--- config.mk ---
export PLATFORM = sky130hd
export DESIGN_NAME = cla_pipe_acc
export DESIGN_NICKNAME = d
export VERILOG_FILES = /design/src/rtl/cla_pipe_acc.sv
export SDC_FILE = /design/constraint.sdc
export NUM_CORES = 1
export LEC_CHECK = 0
export ABC_CLOCK_PERIOD_IN_PS = 5520
export CORE_MARGIN = 2
export CORE_UTILIZATION = 55
export DETAILED_ROUTE_END_ITERATION = 10
export PLACE_DENSITY = 0.81
export SKIP_LAST_GASP = 1
export SYNTH_ARGS = -nofsm -noshare
export SYNTH_HDL_FRONTEND = slang
export SYNTH_SLANG_ARGS = --single-unit
--- constraint.sdc ---
create_clock -name clk -period 5.52 [get_ports clk]
set_clock_uncertainty 0.05 [all_clocks]
set_input_delay 1.104 -clock clk [delete_from_list [all_inputs] [get_ports clk]]
set_output_delay 1.104 -clock clk [all_outputs]
set_load 0.005 [all_outputs]
--- src/rtl/cla_pipe_acc.sv ---
// cla_pipe_acc: two-stage pipelined carry-lookahead adder/accumulator.
// S1 registers per-bit p/g and per-group Gm/Pm; S2 resolves group and
// in-group carries and registers sum/cout/ovf. Valid/ready on both sides.
// Optional build macro CLA_PIPE_ACC_SAT_EN saturates the result on overflow.
module cla_pipe_acc #(
  parameter int WIDTH = 16,
  parameter int GRP   = 4
) (
  input  logic             clk,
  input  logic             rst,
  input  logic             in_valid,
  output logic             in_ready,
  input  logic [WIDTH-1:0] a,
  input  logic [WIDTH-1:0] b,
  input  logic             cin,
  input  logic             acc_mode,
  input  logic             acc_clr,
  output logic             out_valid,
  input  logic             out_ready,
  output logic [WIDTH-1:0] sum,
  output logic             cout,
  output logic             ovf
);
  localparam int NG = WIDTH / GRP;

  // S1 state
  logic             s1_valid_q, s1_valid_d;
  logic             s1_acc_q, s1_acc_d;
  logic             s1_cin_q, s1_cin_d;
  logic [WIDTH-1:0] s1_p_q, s1_p_d;
  logic [WIDTH-1:0] s1_g_q, s1_g_d;
  logic [NG-1:0]    s1_gm_q, s1_gm_d;
  logic [NG-1:0]    s1_pm_q, s1_pm_d;

  // S2 / output state and accumulator
  logic             out_valid_q, out_valid_d;
  logic [WIDTH-1:0] sum_q, sum_d;
  logic             cout_q, cout_d;
  logic             ovf_q, ovf_d;
  logic [WIDTH-1:0] acc_q, acc_d;

  // Combinational intermediates
  logic [WIDTH-1:0] op_a, p_n, g_n;
  logic [NG-1:0]    gm_n, pm_n;
  logic [WIDTH-1:0] carries, sum_n;
  logic             carry_c, gg, pp, cout_n, ovf_n;
  logic             s2_load, accept;

  // An acc beat sitting in S1 blocks intake until its sum reaches acc_q.
  assign s2_load  = s1_valid_q && (!out_valid_q || out_ready);
  assign in_ready = !rst && (!s1_valid_q || s2_load) && !(s1_valid_q && s1_acc_q);
  assign accept   = in_valid && in_ready;

  // Operand select plus per-bit and per-group generate/propagate
  always_comb begin
    op_a = a;
    if (acc_mode) op_a = acc_clr ? '0 : acc_q;
    p_n  = op_a ^ b;
    g_n  = op_a & b;
    gm_n = '0;
    pm_n = '1;
    for (int k = 0; k < NG; k++) begin
      for (int j = 0; j < GRP; j++) begin
        gm_n[k] = g_n[k*GRP+j] | (p_n[k*GRP+j] & gm_n[k]);
        pm_n[k] = pm_n[k] & p_n[k*GRP+j];
      end
    end
  end

  // S1 next state: load on accept, empty when S2 drains it
  always_comb begin
    s1_valid_d = s1_valid_q;
    s1_acc_d   = s1_acc_q;
    s1_cin_d   = s1_cin_q;
    s1_p_d     = s1_p_q;
    s1_g_d     = s1_g_q;
    s1_gm_d    = s1_gm_q;
    s1_pm_d    = s1_pm_q;
    if (accept) begin
      s1_valid_d = 1'b1;
      s1_acc_d   = acc_mode;
      s1_cin_d   = cin;
      s1_p_d     = p_n;
      s1_g_d     = g_n;
      s1_gm_d    = gm_n;
      s1_pm_d    = pm_n;
    end else if (s2_load) begin
      s1_valid_d = 1'b0;
    end
  end

  // Group carry chain, in-group lookahead from each group's carry-in
  always_comb begin
    carries = '0;
    carry_c = s1_cin_q;
    gg      = 1'b0;
    pp      = 1'b1;
    for (int k = 0; k < NG; k++) begin
      gg = 1'b0;
      pp = 1'b1;
      for (int j = 0; j < GRP; j++) begin
        carries[k*GRP+j] = gg | (pp & carry_c);
        gg = s1_g_q[k*GRP+j] | (s1_p_q[k*GRP+j] & gg);
        pp = pp & s1_p_q[k*GRP+j];
      end
      carry_c = s1_gm_q[k] | (s1_pm_q[k] & carry_c);
    end
    cout_n = carry_c;
    ovf_n  = carries[WIDTH-1] ^ carry_c;
    sum_n  = s1_p_q ^ carries;
`ifdef CLA_PIPE_ACC_SAT_EN
    // On overflow both operands share a sign, so g[MSB] is that sign.
    if (ovf_n) sum_n = s1_g_q[WIDTH-1] ? {1'b1, {(WIDTH-1){1'b0}}}
                                       : {1'b0, {(WIDTH-1){1'b1}}};
`endif
  end

  // Output register and accumulator next state
  always_comb begin
    out_valid_d = out_valid_q;
    sum_d       = sum_q;
    cout_d      = cout_q;
    ovf_d       = ovf_q;
    acc_d       = acc_q;
    if (s2_load) begin
      out_valid_d = 1'b1;
      sum_d       = sum_n;
      cout_d      = cout_n;
      ovf_d       = ovf_n;
      if (s1_acc_q) acc_d = sum_n;
    end else if (out_ready) begin
      out_valid_d = 1'b0;
    end
  end

  // All pipeline state, cleared asynchronously
  always_ff @(posedge clk or posedge rst) begin
    if (rst) begin
      s1_valid_q  <= 1'b0;
      s1_acc_q    <= 1'b0;
      s1_cin_q    <= 1'b0;
      s1_p_q      <= '0;
      s1_g_q      <= '0;
      s1_gm_q     <= '0;
      s1_pm_q     <= '0;
      out_valid_q <= 1'b0;
      sum_q       <= '0;
      cout_q      <= 1'b0;
      ovf_q       <= 1'b0;
      acc_q       <= '0;
    end else begin
      s1_valid_q  <= s1_valid_d;
      s1_acc_q    <= s1_acc_d;
      s1_cin_q    <= s1_cin_d;
      s1_p_q      <= s1_p_d;
      s1_g_q      <= s1_g_d;
      s1_gm_q     <= s1_gm_d;
      s1_pm_q     <= s1_pm_d;
      out_valid_q <= out_valid_d;
      sum_q       <= sum_d;
      cout_q      <= cout_d;
      ovf_q       <= ovf_d;
      acc_q       <= acc_d;
    end
  end

  assign out_valid = out_valid_q;
  assign sum       = sum_q;
  assign cout      = cout_q;
  assign ovf       = ovf_q;

endmodule

==> flow_summary.yaml <==
status:
  status: "completed"
cells_and_area:
  layout.nets: 505
  stdcell_count: 546
  multiInputGateArea_mm2: 0.00200
  register_area_mm2: 0.00185
  drive_above_1_share: 0.123
  num_antenna_cells: 0
  syn2layout_area_growth_pct: 19.6
  fin_area_mm2: 0.00481
  fill_cells: 556
die:
  start_util: 0.561
  dieArea_mm2: 0.00801
  io_pins: 59
  core.rowCount: 31
  die_y_um: 89.5
  dieWidth_um: 89.5
  design.core.area_mm2: 0.00718
worst_setup_path:
  crit_fanout: 6
  critPathArrivalTime_ps: 2690
  path_common_cell: "clkdlybuf4s50_1"
  cp.required_ps: 4370
  crit_buf_inv: 2
  cp_cell_sequence: "clkdlybuf4s50_1, nor2b_2, o21ai_4, and2_1, clkdlybuf4s50_1"
  path_delay_family: "buffers and inverters"
  path_class: "in -> out"
  cp-end-kind: "output port"
  slowest_delay_ps: 540
  crit_path_start_kind: "input port"
  slowest_stage: "clkdlybuf4s50_1"
global_route:
  met1_usage: 0.320
  overflow: 0
  grt_max_degree: 79
  grtUsageMet3: 0.0397
  grt_pass1_vias: 3192
  grt_util_all_layers: 0.246
  grt_antenna_before_repair: 0
  grt-busiest-layer: "met2"
  grt_use_met2: 0.423
  grt_first_pass_wirelength_mm: 15.0
flow_run:
  max-cap-violations: 0
timing:
  post-route-period-util: 0.696
  tightestPinTransition_ps: 1040
  fin_setup_tns_ps: 0
  maxSlewHeadroom: 0.303
  min_period_ps: 3840
  rsz0062_at_grt: "false"
  timing.final.hold_violations: 0
  setup_viol: 0
  timing.fmax_mhz: 260
  slew_violations: 0
detailed_routing:
  vias: 3187
  drtIter0Drc: 169
  drcViolationCount: 0
  wl_per_cell_um: 16.8
  postRouteAntennaNets: 0
  dr.pass1.iters: 4
  drt-total-wl_mm: 9.17
  viasPerCell: 5.84
cts:
  clk_pin_slew_ps: 70
  htreeDepth: 3
  cts.repair.resized: 0
  clockBufferDepth: 2
  cts_setup_buffers: 0
  cts_sinks: 74
  cts_tree: "yes"
  clock_latency_ps: 340
  root_buffer: "clkbuf_8"
  ctsHoldBuffers: 0
  cts_made_buffers: 9
logic_synthesis:
  yosys.area.top_type: "dfrtp_1"
  yosysTopAreaCellShare: 0.460
  synth_seq_cells: 74
  synth_edf_count: 0
  yosysWarningCount: 0
  yosysUniqueCellTypes: 46
  syn_area_per_cell_um2: 10.2
  postSynthNetCount: 452
  yosys_most_used_dff: "dfrtp_1"
  synth.top_cells.by_count: "dfrtp_1 (74), nand2_1 (50), o21ai_0 (29)"
  yosysSeqAreaShare: 0.460
  synth_area_leaders: "dfrtp_1 (46%), mux2_2 (7.8%), ha_1 (6.2%)"
  netlist_area_mm2: 0.00402
  async_reset_ff_frac: 1.00
  synth.most_common_cell: "dfrtp_1"
  syn_inst: 393
power_and_ir_drop:
  powerDensity_mw_per_mm2: 397
  p_leak_nw: 2.23
  irDropWorstVdd_mv: 0.217
  p_total_mw: 1.91
placement:
  gp_congestion: 0.818
  io_buffers: 58
  dpl_cell_area_mm2: 0.00466
  place_inst: 534
  dpl.hpwl_mm: 6.40
min_path:
  min_path_type: "reg -> reg"
cells in the final DEF, fill, tap and decap left out, drive strengths merged, types with 8 or more instances in the layout:
cell / count
a21o: 15
a21oi: 9
a31oi: 9
clkbuf: 11
clkdlybuf4s50: 58
dfrtp: 74
ha: 20
inv: 24
mux2: 31
mux2i: 10
nand2: 50
nand3: 14
nand3b: 13
nand4: 8
nor2: 10
o211ai: 8
o21ai: 31
or4: 9
state kept, by name, indices dropped and copies added (netlist names):
register / flops
sum: 16
s1_g_q: 12
s1_cin_q: 1
ovf: 1
acc_q: 16
s1_pm_q: 4
s1_valid_q: 1
s1_acc_q: 1
s1_gm_q: 4
out_valid: 1
cout: 1
s1_p_q: 16
area by class of cell:
cell class | count | area share
timing repair buffer | 60 | 0.124
sequential | 74 | 0.385
clock buffer | 11 | 0.0294
clock inverter | 1 | 0.00104
inverter | 24 | 0.0187
tap | 99 | 0.0257
multi-input combinational | 277 | 0.416
power by group:
group / internal [mW] / total (mW) / switching (mW)
sequential: 0.732 / 0.885 / 0.153
clock: 0.165 / 0.347 / 0.182
combinational: 0.362 / 0.678 / 0.316
total: 1.26 / 1.91 / 0.651
cells by family after synthesis:
logic type	Yosys count	share of synthesized area
simple gates	124	0.164
compound gates	87	0.149
flops	74	0.460
buf+inv	42	0.0417
mux	41	0.112
fa+ha+maj	20	0.0622
xor+xnor	5	0.0109
final timing paths:
path                       cells past startpoint          to  slack [ps]  startpoint
max                                            5    in_ready        1680   out_ready
min reg2reg                                    2     sum[12]         430     sum[12]
min in group asynchronous                      3  s1_pm_q[3]        1450         rst
max reg2reg                                    4      sum[7]        3360   out_valid
min                                            2     sum[12]         430     sum[12]
max in group asynchronous                      3    acc_q[7]        3370         rst
metal layers:
| layer | vias to the layer above | part of all wire |
|---|---|---|
| met3 | 8 | 0.047 |
| met5 | - | 0 |
| met1 | 1564 | 0.44 |
| met4 | 0 | 0.0088 |
| li1 | 1522 | - |
| met2 | 93 | 0.50 |
tightest hold or removal path: cells and delay by family, from the launching register on:
kind / cells / cell delay (ps)
flops: 1 / 340
simple gates: 2 / 100
through the flow:
step | hold WS [ps] | worst slack, ps | utilization
detailed placement | 413 | 1670 | 0.650
global route | 464 | 1580 | 0.670
floorplan | 396 | 796 | -
global placement | 410 | 1660 | 0.650
finish | 426 | 1680 | 0.670
CTS | 430 | 1660 | 0.670
No activity file was read; power rests on OpenSTA's default activity.
